<file path="src/rtl/rsv_issue_sched_if.sv">
// Handshake bundle between the reservation-station issue scheduler and its neighbours:
// the decoder allocation channel, the CDB snoop, the execution-unit issue channel and the occupancy count.
interface rsv_issue_sched_if #(
  parameter int IDX_W = 2,
  parameter int TAG_W = 5
);
  logic             flush;

  logic             alloc_valid;
  logic             alloc_ready;
  logic [IDX_W-1:0] alloc_idx;
  logic [TAG_W-1:0] alloc_s1_tag;
  logic             alloc_s1_rdy;
  logic [TAG_W-1:0] alloc_s2_tag;
  logic             alloc_s2_rdy;

  logic             wb_valid;
  logic [TAG_W-1:0] wb_tag;

  logic             issue_valid;
  logic [IDX_W-1:0] issue_idx;
  logic             issue_ready;

  logic [IDX_W:0]   count;

  modport master (
    output flush,
    output alloc_valid, alloc_s1_tag, alloc_s1_rdy, alloc_s2_tag, alloc_s2_rdy,
    output wb_valid, wb_tag,
    output issue_ready,
    input  alloc_ready, alloc_idx,
    input  issue_valid, issue_idx,
    input  count
  );

  modport slave (
    input  flush,
    input  alloc_valid, alloc_s1_tag, alloc_s1_rdy, alloc_s2_tag, alloc_s2_rdy,
    input  wb_valid, wb_tag,
    input  issue_ready,
    output alloc_ready, alloc_idx,
    output issue_valid, issue_idx,
    output count
  );
endinterface

</file>
<file path="src/rtl/rsv_issue_sched.sv">
// Issue scheduler for a small reservation station: tracks slot occupancy, operand readiness
// via CDB snooping and allocation age, and issues the oldest ready slot through a registered handshake.
module rsv_issue_sched #(
  parameter int ENTRIES = 4,
  parameter int IDX_W   = 2,
  parameter int TAG_W   = 5
) (
  input  logic                 clk,
  input  logic                 rst,
  rsv_issue_sched_if.slave     bus
);

  typedef enum logic {
    ST_EMPTY,
    ST_HOLD
  } issue_state_t;

  localparam logic [IDX_W:0] CNT_FULL = (IDX_W+1)'(ENTRIES);
  localparam logic [IDX_W:0] CNT_ONE  = (IDX_W+1)'(1);

  issue_state_t       state_q;
  issue_state_t       state_nxt;

  logic [ENTRIES-1:0] occ_q;
  logic [ENTRIES-1:0] s1_rdy_q;
  logic [ENTRIES-1:0] s2_rdy_q;
  logic [ENTRIES-1:0] inflight_q;
  logic [TAG_W-1:0]   s1_tag_q [ENTRIES];
  logic [TAG_W-1:0]   s2_tag_q [ENTRIES];
  logic [ENTRIES-1:0] older_q  [ENTRIES];
  logic [IDX_W-1:0]   issue_idx_q;
  logic [IDX_W:0]     count_q;

  logic [ENTRIES-1:0] cand;
  logic [ENTRIES-1:0] sel_vec;
  logic               any_cand;
  logic [IDX_W-1:0]   sel_idx;
  logic [IDX_W-1:0]   free_idx;
  logic               alloc_ready;
  logic               alloc_fire;
  logic               issue_fire;
  logic               load_issue;
  logic               s1_bypass;
  logic               s2_bypass;

  assign cand     = occ_q & s1_rdy_q & s2_rdy_q & ~inflight_q;
  assign any_cand = |cand;

  // A candidate wins only if it is older than every other candidate; the age matrix makes this one-hot.
  always_comb begin
    sel_vec = '0;
    sel_idx = '0;
    for (int i = 0; i < ENTRIES; i++) begin
      sel_vec[i] = cand[i];
      for (int j = 0; j < ENTRIES; j++) begin
        if (j != i && cand[j] && !older_q[i][j]) begin
          sel_vec[i] = 1'b0;
        end
      end
    end
    for (int i = 0; i < ENTRIES; i++) begin
      if (sel_vec[i]) begin
        sel_idx = IDX_W'(i);
      end
    end
  end

  always_comb begin
    free_idx = '0;
    for (int i = ENTRIES - 1; i >= 0; i--) begin
      if (!occ_q[i]) begin
        free_idx = IDX_W'(i);
      end
    end
  end

  assign alloc_ready = !rst && !bus.flush && (count_q != CNT_FULL);
  assign alloc_fire  = bus.alloc_valid && alloc_ready;
  assign issue_fire  = (state_q == ST_HOLD) && bus.issue_ready && !bus.flush && !rst;
  assign s1_bypass   = bus.wb_valid && (bus.wb_tag == bus.alloc_s1_tag);
  assign s2_bypass   = bus.wb_valid && (bus.wb_tag == bus.alloc_s2_tag);

  always_ff @(posedge clk) begin
    if (rst) begin
      state_q <= ST_EMPTY;
    end else begin
      state_q <= state_nxt;
    end
  end

  // The slot that fires is still marked inflight this cycle, so a same-edge reload never picks it again.
  always_comb begin
    state_nxt  = state_q;
    load_issue = 1'b0;
    case (state_q)
      ST_EMPTY: begin
        if (any_cand) begin
          load_issue = 1'b1;
          state_nxt  = ST_HOLD;
        end
      end
      ST_HOLD: begin
        if (issue_fire) begin
          if (any_cand) begin
            load_issue = 1'b1;
          end else begin
            state_nxt = ST_EMPTY;
          end
        end
      end
      default: begin
        state_nxt = ST_EMPTY;
      end
    endcase
    if (bus.flush) begin
      state_nxt  = ST_EMPTY;
      load_issue = 1'b0;
    end
  end

  always_ff @(posedge clk) begin
    if (rst) begin
      occ_q       <= '0;
      s1_rdy_q    <= '0;
      s2_rdy_q    <= '0;
      inflight_q  <= '0;
      issue_idx_q <= '0;
      count_q     <= '0;
      for (int i = 0; i < ENTRIES; i++) begin
        s1_tag_q[i] <= '0;
        s2_tag_q[i] <= '0;
        older_q[i]  <= '0;
      end
    end else if (bus.flush) begin
      occ_q      <= '0;
      s1_rdy_q   <= '0;
      s2_rdy_q   <= '0;
      inflight_q <= '0;
      count_q    <= '0;
    end else begin
      unique case ({alloc_fire, issue_fire})
        2'b10:   count_q <= count_q + CNT_ONE;
        2'b01:   count_q <= count_q - CNT_ONE;
        default: count_q <= count_q;
      endcase

      for (int i = 0; i < ENTRIES; i++) begin
        if (bus.wb_valid && occ_q[i] && (s1_tag_q[i] == bus.wb_tag)) begin
          s1_rdy_q[i] <= 1'b1;
        end
        if (bus.wb_valid && occ_q[i] && (s2_tag_q[i] == bus.wb_tag)) begin
          s2_rdy_q[i] <= 1'b1;
        end
      end

      if (issue_fire) begin
        occ_q[issue_idx_q]      <= 1'b0;
        inflight_q[issue_idx_q] <= 1'b0;
      end

      if (load_issue) begin
        issue_idx_q         <= sel_idx;
        inflight_q[sel_idx] <= 1'b1;
      end

      // New entry is the youngest: it is older than nobody, and every occupied slot is older than it.
      if (alloc_fire) begin
        occ_q[free_idx]    <= 1'b1;
        s1_tag_q[free_idx] <= bus.alloc_s1_tag;
        s2_tag_q[free_idx] <= bus.alloc_s2_tag;
        s1_rdy_q[free_idx] <= bus.alloc_s1_rdy || s1_bypass;
        s2_rdy_q[free_idx] <= bus.alloc_s2_rdy || s2_bypass;
        older_q[free_idx]  <= '0;
        for (int j = 0; j < ENTRIES; j++) begin
          if (occ_q[j] && (IDX_W'(j) != free_idx)) begin
            older_q[j][free_idx] <= 1'b1;
          end
        end
      end
    end
  end

  assign bus.alloc_ready = alloc_ready;
  assign bus.alloc_idx   = free_idx;
  assign bus.issue_valid = (state_q == ST_HOLD);
  assign bus.issue_idx   = issue_idx_q;
  assign bus.count       = count_q;

endmodule

</file>
<file path="src/flat_wrapper.sv">
// flat-port wrapper written by rule: the top's interface ports become plain ports
module rsv_issue_sched_flat 
#(
  parameter int ENTRIES = 4,
  parameter int IDX_W   = 2,
  parameter int TAG_W   = 5
)
  (clk, rst, bus_flush, bus_alloc_valid, bus_alloc_s1_tag, bus_alloc_s1_rdy, bus_alloc_s2_tag, bus_alloc_s2_rdy, bus_wb_valid, bus_wb_tag, bus_issue_ready, bus_alloc_ready, bus_alloc_idx, bus_issue_valid, bus_issue_idx, bus_count);
  rsv_issue_sched_if #(.IDX_W(IDX_W), .TAG_W(TAG_W)) bus_i ();
  input  logic clk;
  input  logic rst;
  input wire logic [$bits(bus_i.flush)-1:0] bus_flush;
  input wire logic [$bits(bus_i.alloc_valid)-1:0] bus_alloc_valid;
  input wire logic [$bits(bus_i.alloc_s1_tag)-1:0] bus_alloc_s1_tag;
  input wire logic [$bits(bus_i.alloc_s1_rdy)-1:0] bus_alloc_s1_rdy;
  input wire logic [$bits(bus_i.alloc_s2_tag)-1:0] bus_alloc_s2_tag;
  input wire logic [$bits(bus_i.alloc_s2_rdy)-1:0] bus_alloc_s2_rdy;
  input wire logic [$bits(bus_i.wb_valid)-1:0] bus_wb_valid;
  input wire logic [$bits(bus_i.wb_tag)-1:0] bus_wb_tag;
  input wire logic [$bits(bus_i.issue_ready)-1:0] bus_issue_ready;
  output wire logic [$bits(bus_i.alloc_ready)-1:0] bus_alloc_ready;
  output wire logic [$bits(bus_i.alloc_idx)-1:0] bus_alloc_idx;
  output wire logic [$bits(bus_i.issue_valid)-1:0] bus_issue_valid;
  output wire logic [$bits(bus_i.issue_idx)-1:0] bus_issue_idx;
  output wire logic [$bits(bus_i.count)-1:0] bus_count;
  assign bus_i.flush = bus_flush;
  assign bus_i.alloc_valid = bus_alloc_valid;
  assign bus_i.alloc_s1_tag = bus_alloc_s1_tag;
  assign bus_i.alloc_s1_rdy = bus_alloc_s1_rdy;
  assign bus_i.alloc_s2_tag = bus_alloc_s2_tag;
  assign bus_i.alloc_s2_rdy = bus_alloc_s2_rdy;
  assign bus_i.wb_valid = bus_wb_valid;
  assign bus_i.wb_tag = bus_wb_tag;
  assign bus_i.issue_ready = bus_issue_ready;
  assign bus_alloc_ready = bus_i.alloc_ready;
  assign bus_alloc_idx = bus_i.alloc_idx;
  assign bus_issue_valid = bus_i.issue_valid;
  assign bus_issue_idx = bus_i.issue_idx;
  assign bus_count = bus_i.count;
  rsv_issue_sched #(.ENTRIES(ENTRIES), .IDX_W(IDX_W), .TAG_W(TAG_W)) u_core (.clk(clk), .rst(rst), .bus(bus_i));
endmodule
</file>
<file path="config.mk">
export PLATFORM = sky130hd
export DESIGN_NAME = rsv_issue_sched_flat
export DESIGN_NICKNAME = d
export VERILOG_FILES = /design/src/rtl/rsv_issue_sched_if.sv /design/src/rtl/rsv_issue_sched.sv /design/src/flat_wrapper.sv
export SDC_FILE = /design/constraint.sdc
export NUM_CORES = 1
export LEC_CHECK = 0
export ABC_CLOCK_PERIOD_IN_PS = 3800
export CORE_AREA = 3 3 125 127
export DETAILED_ROUTE_END_ITERATION = 8
export DIE_AREA = 0 0 128 130
export SLEW_MARGIN = 20
export SYNTH_ARGS = -nofsm -noshare
export SYNTH_HDL_FRONTEND = slang
export SYNTH_SLANG_ARGS = --single-unit
</file>
<file path="constraint.sdc">
create_clock -name clk -period 3.8 [get_ports clk]
set_input_delay 0.76 -clock clk [delete_from_list [all_inputs] [get_ports clk]]
set_output_delay 0.76 -clock clk [all_outputs]
set_load 0.01 [all_outputs]
</file>
-- Word level (Yosys, flattened, before mapping)
Memories as Yosys holds them, arrays and structs flattened.
Cells that the tools add are included.
Widths: inputs -> output; s select.
- bitwise gates (word level): 27
- equal/unequal tests: 16
- order comparisons: 6
- reduce and logical (&&, ||, !) cells: 56
- multiplexer cells: 113
- add/subtract/negate cells: 2
- operator list (kind ; count):
    $mux 1 ; 81
    $mux 4 ; 14
    $eq 5x5->1 ; 10
    $logic_and 1x1->1 ; 36
    $and 4x4->4 ; 5
    $mux 2 ; 8
    $or 1x1->1 ; 16
    $logic_not 1->1 ; 11
    $mux 5 ; 2
    $reduce_or 5->1 ; 2
    $lt 2x3->1 const B ; 3
    $bwmux 4 ; 2
    $not 4->4 ; 2
    $or 4x4->4 ; 2
    $demux 1 s2 ; 3
    $ge 2x1->1 const B ; 3
    $pmux 3 s2 ; 1
    $ne 2x2->1 const A ; 2
    $pmux 1 s2 ; 2
    $reduce_bool 2->1 ; 2
    $reduce_or 4->1 ; 1
    $add 3x1->3 const B ; 1
    $ne 3x3->1 const B ; 1
    $sub 3x1->3 const B ; 1
    7 further kinds ; 9
- memories kept: 3
- flip-flop bits (word level): 22
- memory bits (writable): 56
- memories (memory ; depth ; width ; rd ports ; clocked after Yosys merged registers in ; write ports ; RTL line ; text):
    u_core.s1_tag_q ; 4 ; 5 ; 4 ; 0 ; 4 ; rsv_issue_sched.sv:28 ; logic [TAG_W-1:0] s1_tag_q [ENTRIES];
    u_core.s2_tag_q ; 4 ; 5 ; 4 ; 0 ; 4 ; rsv_issue_sched.sv:29 ; logic [TAG_W-1:0] s2_tag_q [ENTRIES];
    u_core.older_q ; 4 ; 4 ; 3 ; 0 ; 5 ; rsv_issue_sched.sv:30 ; logic [ENTRIES-1:0] older_q [ENTRIES];

-- Longest topological paths before layout
Gate-level depths: netlist of the first run.
- depth after elaboration: 16
- gate-level depth with buffers: 9
- gate-level depth less buffers: 8

-- Least setup slack after synthesis of the first run
Ideal clock, no wire load.
- kind: input -> register
- start point: input rst
- end point: register u_core.count_q[2] (netlist: u_core.bus.count[2])
- buffers on the path: 1
- setup time: 0.070 ns
- data required time: 3.730 ns
- data arrival time: 2.369 ns
- slack: 1.360 ns
- cell stages on the path: 9
- cell sequence: nor2_2 and3_4 buf_6 clkinv_4 ha_1 fa_1 xnor2_1 or3_1 a21oi_1
- cells in the longest elaborated chain, start to end: 6
- ends and longest elaborated chain (item ; RTL line ; text):
    from (decl) ; flat_wrapper.sv:11 ; input logic rst;
    $logic_not 1->1 ; rsv_issue_sched.sv:77, rsv_issue_sched.sv:79 ;
    $logic_and 1x1->1 (2 in series) ; rsv_issue_sched.sv:77 ; assign alloc_ready = !rst && !bus.flush && (count_q != CNT_FULL);
    $logic_and 1x1->1 ; rsv_issue_sched.sv:78 ; assign alloc_fire = bus.alloc_valid && alloc_ready;
    $eq 2x1->1 or $eq 2x2->1 (tied branches) ; rsv_issue_sched.sv:141 ; unique case ({alloc_fire, issue_fire})
    $pmux 3 s2 or $reduce_bool 2->1 (tied branches) ; - ;
    to (signal assigned) ; rsv_issue_sched.sv:142 ; 2'b10: count_q <= count_q + CNT_ONE;
    to (signal assigned) ; rsv_issue_sched.sv:143 ; 2'b01: count_q <= count_q - CNT_ONE;
    to (signal assigned) ; rsv_issue_sched.sv:144 ; default: count_q <= count_q;
    to (decl) ; rsv_issue_sched.sv:32 ; logic [IDX_W:0] count_q;
Several ways; a longest one is shown, not always the timed one.
A chain may end at the register's enable or synchronous reset.

-- Final worst setup path of the first run
- start point: input bus_flush
- end point: output bus_alloc_ready
- cells in the longest elaborated chain, start to end: 3
- ends and longest elaborated chain (item ; RTL line ; text):
    from (decl) ; flat_wrapper.sv:12 ; input wire logic [$bits(bus_i.flush)-1:0] bus_flush;
    $logic_not 1->1 ; rsv_issue_sched.sv:77 ;
    $logic_and 1x1->1 (2 in series) ; rsv_issue_sched.sv:77 ;
    to (decl) ; flat_wrapper.sv:21 ; output wire logic [$bits(bus_i.alloc_ready)-1:0] bus_alloc_ready;
No other way between the ends.

==> flow_metrics.py, run 1 <==
metrics = {
    "placed_design": {
        "post_dp_cell_area_mm2": 0.00393,
        "gp_congestion": 0.847,
        "io_buffers": 31,
        "dp_hpwl_mm": 5.98,
    },
    "sta": {
        "period_needed_ps": 2990,
        "rsz0062_at_grt": "false",
        "slew_viol_final": 0,
        "finalSetupTns_ps": 0,
        "fmax_ghz": 0.335,
        "clock-skew-final_ps": 6.27,
        "setup_viol": 0,
        "finalCritPeriodShare_pct": 78.6,
        "worst_slew_pin_slew_ps": 724,
        "slew_headroom_pct": 51.6,
        "hold_viol": 0,
    },
    "synthesis": {
        "synthArstFlopShare_pct": 0,
        "syn-cell-area_mm2": 0.00346,
        "yosys-top-cells-count": "edfxtp_1, nor2_1, dfxtp_1, xor2_1, xnor2_1",
        "synth-edff-count": 40,
        "synth_ff_type": "edfxtp_1",
        "synth-seq-area-share_pct": 52.6,
        "yosys-top-cells-area": "edfxtp_1, dfxtp_1, xor2_1",
        "netlist_instances": 326,
        "syn_area_per_cell_um2": 10.6,
        "synth.net_count": 351,
        "ys_ff_latch": 71,
        "synth-compound-area-share_pct": 10.7,
        "synth_cell_types": 48,
        "yosys-mux-area-fraction_pct": 0.289,
        "synth_most_common_cell": "edfxtp_1",
        "synthAdderAreaFrac_pct": 0.940,
        "synth_top_area_share_pct": 34.7,
        "synth-simple-area-share_pct": 17.4,
        "yosysTopAreaCell": "edfxtp_1",
        "synth-xor-area-share_pct": 13.2,
        "synth_top_family_by_area": "simple AND/OR/NAND/NOR gates",
        "synth_warnings": 0,
    },
    "clocking": {
        "cts_buffers": 9,
        "clkSlewWorstSetupHoldPaths_ps": 50,
        "cts.htree.levels": 3,
        "postCtsSetupRepairBufs": 0,
        "hold_buffers": 0,
        "cts_buffer_depth": 2,
        "cts_root_buf": "clkbuf_16",
        "clock_sinks": 71,
        "cts_tree": "done",
        "cts_resized": 0,
        "worstSkewPairLatency_ps": 330,
    },
    "detailed_routing": {
        "vias": 2431,
        "drc": 0,
        "met3_length_um": 366,
        "drt-met1-wl_mm": 3.45,
        "routed.top_layer": "met4",
        "firstDrtPassIters": 4,
        "drtIter0Drc": 160,
        "met2_length_mm": 3.93,
        "via_per_inst": 4.48,
        "wl_per_cell_um": 14.6,
        "ant_nets": 0,
        "drt-total-wl_mm": 7.91,
    },
    "floorplanning": {
        "die_w_um": 128,
        "coreArea_mm2": 0.0145,
        "die_area_mm2": 0.0166,
        "num_rows": 44,
        "io_pins": 32,
        "chipHeight_um": 130,
        "start_util_pct": 23.8,
    },
    "outcome": {
        "status": "finished clean",
    },
    "worst_setup_path": {
        "worstSetupPathType": "input pin to output pin",
        "cp_slowest_cell": "clkdlybuf4s50_1",
        "reg2reg_to": "u_core.bus.count[2]",
        "crit_fanout": 11,
        "cp.depth": 5,
        "critPathCapture": "bus_alloc_ready",
        "crit_arrival_ps": 2230,
        "r2r_start": "u_core.bus.count[0]",
        "cp-startpoint": "bus_flush",
        "endpoint_kind": "output pin",
        "r2r_cells": 8,
        "path_cells": "clkdlybuf4s50_1 > nor2_2 > buf_4 > and2_1 > clkdlybuf4s50_1",
        "rrSetupSlack_ps": 1530,
        "crit_path_frequent_cell": "clkdlybuf4s50_1",
        "max_stage_delay_ps": 520,
        "crit_required_ps": 3040,
        "crit_family": "buffers and inverters",
        "start_kind": "input pin",
        "cp_num_buf_inv": 3,
    },
    "layout": {
        "drive_gt1_share_pct": 8.64,
        "antennaDiodeCount": 0,
        "layout.nets": 379,
        "syn_to_final_growth_pct": 22.3,
        "fin_area_mm2": 0.00423,
    },
    "grt": {
        "gr-total-overflow": 0,
        "grt_usage_pct": 10.1,
        "grt_max_degree": 18,
        "grt_pass1_vias": 2504,
        "antenna_found_initial": 0,
        "grt_pass1_wl_mm": 12.9,
    },
    "power": {
        "p_per_area_mw_per_mm2": 433,
        "seq_power_share_pct": 45.9,
        "p_clk_share_pct": 46.8,
        "swShare_pct": 20.5,
        "pwr-share-comb_pct": 7.3,
        "switching_power_uw": 375,
        "intPower_uw": 1460,
        "power.leakage_uw": 0.00164,
        "peakVddDrop_mv": 0.272,
    },
    "run": {
        "drv_cap": 0,
    },
    "hold_path": {
        "hp-class": "register to register",
        "holdPathStages": 2,
    },
}
flip-flops by register name, summed over array words and instances (netlist names):
| register | flops |
|---|---|
| u_core.s2_rdy_q | 4 |
| u_core.bus.count | 3 |
| u_core.s2_tag_q | 20 |
| u_core.occ_q | 4 |
| u_core.bus.issue_valid | 1 |
| u_core.older_q | 9 |
| u_core.s1_rdy_q | 4 |
| u_core.bus.issue_idx | 2 |
| u_core.s1_tag_q | 20 |
| u_core.inflight_q | 4 |
layout make-up:
class	count	area [µm²]
Inverter	17	68.8
Clock inverter	6	75.1
Tap cell	184	230
Sequential cell	71	1820
Timing Repair Buffer	35	340
Multi-Input combinational cell	220	1470
Clock buffer	10	229
Fill cell	1489	10300
cell families after synthesis:
logic type / Yosys count
AND/OR/NAND/NOR: 112
flip-flops: 71
AO/OA/AOI/OAI: 53
XOR/XNOR: 52
buffers and inverters: 35
adder cells (fa/ha/maj): 2
multiplexers: 1
worst min-delay path by stage:
stage | start | to
after global routing | u_core.inflight_q[2] | u_core.inflight_q[2]
after detailed placement | u_core.older_q[1][3] | u_core.older_q[1][3]
final | u_core.inflight_q[2] | u_core.inflight_q[2]
after global placement | u_core.inflight_q[2] | u_core.inflight_q[2]
after CTS | u_core.older_q[1][3] | u_core.older_q[1][3]
after floorplan | u_core.inflight_q[2] | u_core.inflight_q[2]
layer usage:
layer | global-route usage, % | vias to the layer above
li1 | - | 1190
met1 | 11.9 | 1171
met2 | 17.2 | 56
met3 | 3.03 | 14
met4 | 3.87 | 0
met5 | 0 | -
through the flow:
step	hold WS, ps	util [%]	std cells	setup slack, ps	total power, µW
floorplan	417	-	326	1360	938
global route	484	29.1	543	767	1880
global placement	449	27.0	527	732	989
CTS	466	29.1	543	805	1840
finish	460	29.1	543	813	1830
detailed placement	447	27.0	527	678	991
cell usage in the layout (no fill, tap or decap), drive strengths merged, types with 4 or more instances in the layout:
master         instances
clkdlybuf4s50         31
buf                    4
o21ai                  6
nand2b                 5
a31oi                  5
nand4b                 4
dfxtp                 31
nand3                  4
nand4                  4
nand2                 18
clkbuf                10
inv                   16
clkinv                 5
edfxtp                40
nor4                   7
nor3                   7
xnor2                 23
a21oi                 14
nor2                  40
o22ai                  4
o31ai                  6
and2                  11
xor2                  29
a21o                   5
worst reg2reg max path, stage by stage (launching register included):
cell      delay (ps)
dfxtp_1          400
or3b_1           160
and3_4           300
clkinv_4         120
ha_1             230
fa_1             380
xnor2_1          140
or3_1            300
a21oi_1          150
power by group through the flow:
stage | Combinational, µW | Clock (µW) | Sequential, µW
2_1_floorplan | 83.1 | 0 | 855
3_3_place_gp | 133 | 0 | 856
3_5_place_dp | 134 | 0 | 857
4_1_cts | 135 | 869 | 841
5_1_grt | 145 | 890 | 843
6_report | 134 | 857 | 841
No activity file was read; power rests on OpenSTA's default activity.
==> run 2, diff against run 1 <==
ABC_CLOCK_PERIOD_IN_PS = 3100   (was 3800)
clock period = 3.1 ns   (was 3.8 ns; I/O delays follow)
==> run 2 against run 1 <==
  * Critical path depth is 1 lower
  * Final cell count up 0.37%
  * First-iteration DRC count decreased by 21%
  * Global-route usage hardly changed
  * Register-to-register slack got worse by 560 ps
  * Sequential cell count unchanged
  * Routed wire length grew 0.91%
  * Clock power is 33% higher
  * Critical path type unchanged
==> flow_metrics.py, run 2 (same netlist as run 1, synthesis figures left out) <==
metrics = {
    "hold_path": {
        "hold_start": "u_core.older_q[1][2]",
        "hp-class": "register to register",
    },
    "detailed_routing": {
        "drt-total-wl_mm": 7.98,
        "met2_length_mm": 4.04,
        "wl_per_cell_um": 14.6,
        "vias": 2413,
        "drc": 0,
        "drt-met1-wl_mm": 3.46,
        "ant_nets": 0,
        "drtIter0Drc": 126,
        "met3_length_um": 356,
        "routed.top_layer": "met4",
        "via_per_inst": 4.43,
        "firstDrtPassIters": 4,
    },
    "worst_setup_path": {
        "crit_required_ps": 2480,
        "worstSetupPathType": "input pin to output pin",
        "r2r_start": "u_core.bus.count[0]",
        "endpoint_kind": "output pin",
        "start_kind": "input pin",
        "crit_fanout": 4,
        "crit_arrival_ps": 1960,
        "cp-startpoint": "bus_flush",
        "rrSetupSlack_ps": 970,
    },
    "layout": {
        "final_cell_mix": "edfxtp_1, nor2_1, clkdlybuf4s50_1, dfxtp_1, xor2_1",
        "fin_area_mm2": 0.00428,
        "antennaDiodeCount": 0,
        "drive_gt1_share_pct": 9.42,
        "nFillCells": 1500,
        "multi_input_comb_area_mm2": 0.00147,
        "seq_area_mm2": 0.00182,
        "reg_top3": "u_core.s1_tag_q x20, u_core.s2_tag_q x20, u_core.older_q x9",
        "final_common_cell": "edfxtp_1",
        "final_cells": 545,
        "syn_to_final_growth_pct": 23.5,
        "layout.nets": 381,
    },
    "run": {
        "drv_cap": 0,
    },
    "clocking": {
        "cts_buffers": 9,
        "cts_buffer_depth": 2,
        "cts_resized": 0,
        "clock_sinks": 71,
        "hold_buffers": 0,
        "cts_root_buf": "clkbuf_16",
        "cts_tree": "done",
        "cts.htree.levels": 3,
        "postCtsSetupRepairBufs": 0,
        "worstSkewPairLatency_ps": 330,
        "clkSlewWorstSetupHoldPaths_ps": 50,
    },
    "sta": {
        "period_needed_ps": 2580,
        "slew_headroom_pct": 55.9,
        "slew_viol_final": 0,
        "finalCritPeriodShare_pct": 83.2,
        "rsz0062_at_grt": "false",
        "setup_slack_ps": 520,
        "fmax_ghz": 0.388,
        "clock-skew-final_ps": 5.39,
        "hold_viol": 0,
        "finalSetupTns_ps": 0,
        "worst_slew_pin_slew_ps": 659,
        "setup_viol": 0,
    },
    "floorplanning": {
        "start_util_pct": 23.8,
        "die_area_mm2": 0.0166,
        "chipHeight_um": 130,
        "io_pins": 32,
        "num_rows": 44,
        "die_w_um": 128,
        "coreArea_mm2": 0.0145,
    },
    "grt": {
        "antenna_found_initial": 0,
        "grt_usage_pct": 10.0,
        "gr-total-overflow": 0,
        "grt_pass1_wl_mm": 12.8,
        "grt_pass1_vias": 2460,
        "grt_max_degree": 17,
    },
    "placed_design": {
        "post_dp_cell_area_mm2": 0.00395,
        "gp_congestion": 0.832,
        "place_ws_ps": 230,
        "io_buffers": 31,
        "dp_hpwl_mm": 6.01,
        "placedCellCount": 529,
    },
    "outcome": {
        "status": "finished clean",
    },
    "power": {
        "seq_power_share_pct": 44.2,
        "p_per_area_mw_per_mm2": 546,
        "swShare_pct": 19.5,
        "power.leakage_uw": 0.00167,
        "pwr-share-comb_pct": 7.1,
        "switching_power_uw": 456,
        "intPower_uw": 1880,
        "peakVddDrop_mv": 0.232,
        "p_clk_share_pct": 48.7,
    },
}
run 2: changes by cell type in the layout (fill, tap and decap cells not counted):
cell       before  now
bufinv_16       2    3
clkbuf_1        1    3
buf_4           4    6
clkinv_1        4    1
run 2: metrics by stage:
step	util, %	total power [µW]	hold WS [ps]
2_1_floorplan	-	1150	417
3_3_place_gp	27.1	1210	439
3_5_place_dp	27.1	1220	441
4_1_cts	29.4	2350	454
5_1_grt	29.4	2410	464
6_report	29.4	2330	455
run 2: cell type report:
| type | instances | area share, % |
|---|---|---|
| sequential | 71 | 42.6 |
| multi-input combinational | 220 | 34.4 |
| timing repair buffer | 37 | 8.31 |
| clock buffer | 12 | 5.53 |
| tap | 184 | 5.38 |
| clock inverter | 4 | 2.19 |
| inverter | 17 | 1.61 |
run 2: path summary, 6_finish.rpt:
path | end | cells after the start
hold / removal | u_core.older_q[1][2] | 1
hold reg to reg | u_core.older_q[1][2] | 1
setup reg to reg | u_core.bus.count[2] | 8
setup / recovery | bus_alloc_ready | 4
run 2: power groups by stage:
stage	logic, µW	clock network, µW	registers (µW)
finish	165	1140	1030
global placement	165	0	1050
CTS	167	1150	1030
global route	181	1190	1030
floorplan	102	0	1050
detailed placement	166	0	1050
run 2: worst max-delay path: stages:
cell             delay, ps
clkdlybuf4s50_1        490
nor2_2                 180
and2_1                 140
clkdlybuf4s50_1        530
run 2: per-layer routing:
metal / vias to the layer above / track usage [%]
li1: 1200 / -
met1: 1163 / 11.8
met2: 41 / 17.6
met3: 9 / 2.87
met4: 0 / 3.18
met5: - / 0
==> run 3, diff against run 2 <==
ABC_CLOCK_PERIOD_IN_PS = 2400   (was 3100)
clock period = 2.4 ns   (was 3.1 ns; I/O delays follow)
==> run 3 against run 2 <==
  * Critical path depth rose by 5
  * Global-route usage rose by 0.16 points
  * Via count rose by 6.3%
  * Critical endpoint is now u_core.bus.count[2]
==> flow_metrics.py, run 3 (same netlist as run 1, synthesis figures left out) <==
metrics = {
    "power": {
        "power.leakage_uw": 0.00179,
        "peakVddDrop_mv": 0.310,
        "p_per_area_mw_per_mm2": 644,
    },
    "sta": {
        "period_needed_ps": 2290,
        "holdWs_ps": 452,
        "worst_slew_pin_slew_ps": 523,
        "rsz0062_at_grt": "false",
        "setup_viol": 0,
        "slew_viol_final": 0,
        "finalCritPeriodShare_pct": 95.6,
        "clock-skew-final_ps": 6.21,
        "slew_headroom_pct": 64.9,
        "hold_viol": 0,
        "fmax_ghz": 0.436,
        "finalSetupTns_ps": 0,
    },
    "layout": {
        "antennaDiodeCount": 0,
        "multi_input_comb_area_mm2": 0.00147,
        "reg_top3": "u_core.s1_tag_q x20, u_core.s2_tag_q x20, u_core.older_q x9",
        "utilization_pct": 30.8,
        "fin_area_mm2": 0.00447,
        "seq_area_mm2": 0.00182,
        "syn_to_final_growth_pct": 29.3,
        "drive_gt1_share_pct": 15.6,
        "nFillCells": 1483,
        "final_cell_mix": "edfxtp_1, nor2_1, clkdlybuf4s50_1, dfxtp_1, xor2_1",
        "final_common_cell": "edfxtp_1",
        "layout.nets": 405,
    },
    "worst_setup_path": {
        "crit_required_ps": 2660,
        "endpoint_kind": "register",
        "worstSetupPathType": "input pin to register",
        "start_kind": "input pin",
        "crit_arrival_ps": 2550,
        "crit_fanout": 4,
    },
    "detailed_routing": {
        "ant_nets": 0,
        "drtIter0Drc": 95,
        "via_per_inst": 4.51,
        "drc": 0,
        "vias": 2564,
        "firstDrtPassIters": 5,
        "drt-total-wl_mm": 8.20,
        "wl_per_cell_um": 14.4,
    },
    "grt": {
        "grt_pass1_wl_mm": 13.1,
        "grt_max_degree": 17,
        "grt_usage_pct": 10.2,
        "antenna_found_initial": 0,
        "gr-total-overflow": 0,
        "grt_pass1_vias": 2617,
    },
    "floorplanning": {
        "num_rows": 44,
        "io_pins": 32,
        "chipHeight_um": 130,
        "die_w_um": 128,
        "die_area_mm2": 0.0166,
        "start_util_pct": 23.8,
        "coreArea_mm2": 0.0145,
    },
    "placed_design": {
        "gp_congestion": 0.851,
        "post_dp_cell_area_mm2": 0.00418,
        "dp_hpwl_mm": 6.25,
        "io_buffers": 31,
    },
    "run": {
        "drv_cap": 0,
    },
    "clocking": {
        "clkSlewWorstSetupHoldPaths_ps": 50,
        "cts_buffers": 9,
        "cts.htree.levels": 3,
        "clock_sinks": 71,
        "cts_tree": "done",
        "cts_root_buf": "clkbuf_16",
        "worstSkewPairLatency_ps": 330,
        "postCtsSetupRepairBufs": 0,
        "cts_buffer_depth": 2,
    },
    "hold_path": {
        "hp-class": "register to register",
    },
    "outcome": {
        "status": "finished clean",
    },
}
==> run 3: changes by cell type in the layout (fill, tap and decap cells not counted) <==
cell,previous run,this run
clkbuf_8,0,1
bufinv_16,3,1
dfxtp_1,31,30
clkbuf_1,3,2
buf_4,6,26
buf_12,0,4
dfxtp_2,0,1
nor2_4,1,2
clkinv_2,0,1
clkinvlp_4,0,1
nor2_2,2,1
==> run 3: layout make-up <==
type / count / area share, %
clock buffer: 12 / 5.51
tap: 184 / 5.15
timing repair buffer: 61 / 13.1
multi-input combinational: 220 / 32.9
clock inverter: 4 / 1.03
inverter: 17 / 1.54
sequential: 71 / 40.7
==> run 3: worst max-delay path, stage by stage <==
cell,delay [ps]
clkdlybuf4s50_1,470
nor2_4,160
and3_4,220
clkinv_4,50
ha_1,200
fa_1,380
xnor2_1,140
or3_1,320
a21oi_1,140
==> run 3: path summary, 6_finish.rpt <==
| kind | startpoint | endpoint | slack (ps) | cells after the start |
|---|---|---|---|---|
| max reg2reg | u_core.bus.count[0] | u_core.bus.count[2] | 320 | 8 |
| min reg2reg | u_core.older_q[2][3] | u_core.older_q[2][3] | 450 | 1 |
| max | rst | u_core.bus.count[2] | 110 | 9 |
| min | u_core.older_q[2][3] | u_core.older_q[2][3] | 450 | 1 |
==> run 3: layer usage <==
layer / track usage (%) / wire length [µm]
met3: 2.66 / 325
met2: 17.9 / 4200
met1: 11.6 / 3530
met5: 0 / 0
met4: 4.81 / 140
==> run 3: repair_timing <==
item / 4_1_cts / 5_1_grt
hold buffers: 0 / 0
setup endpoints to repair: 0 / 2
gates resized for setup: 0 / 2
==> run 3: per-stage QoR <==
stage / std cells / worst slack [ps] / power (µW)
2_1_floorplan: 326 / 240 / 1490
3_3_place_gp: 553 / -170 / 1600
3_5_place_dp: 553 / -226 / 1610
4_1_cts: 569 / 48.9 / 2900
5_1_grt: 569 / 4.41 / 2970
6_report: 569 / 105 / 2880
==> run 3: power by group <==
group          leakage [µW]  internal (µW)  switching (µW)
combinational      0.000980            123             124
sequential         0.000666           1320            14.0
clock              0.000140            827             476
total               0.00179           2270             615
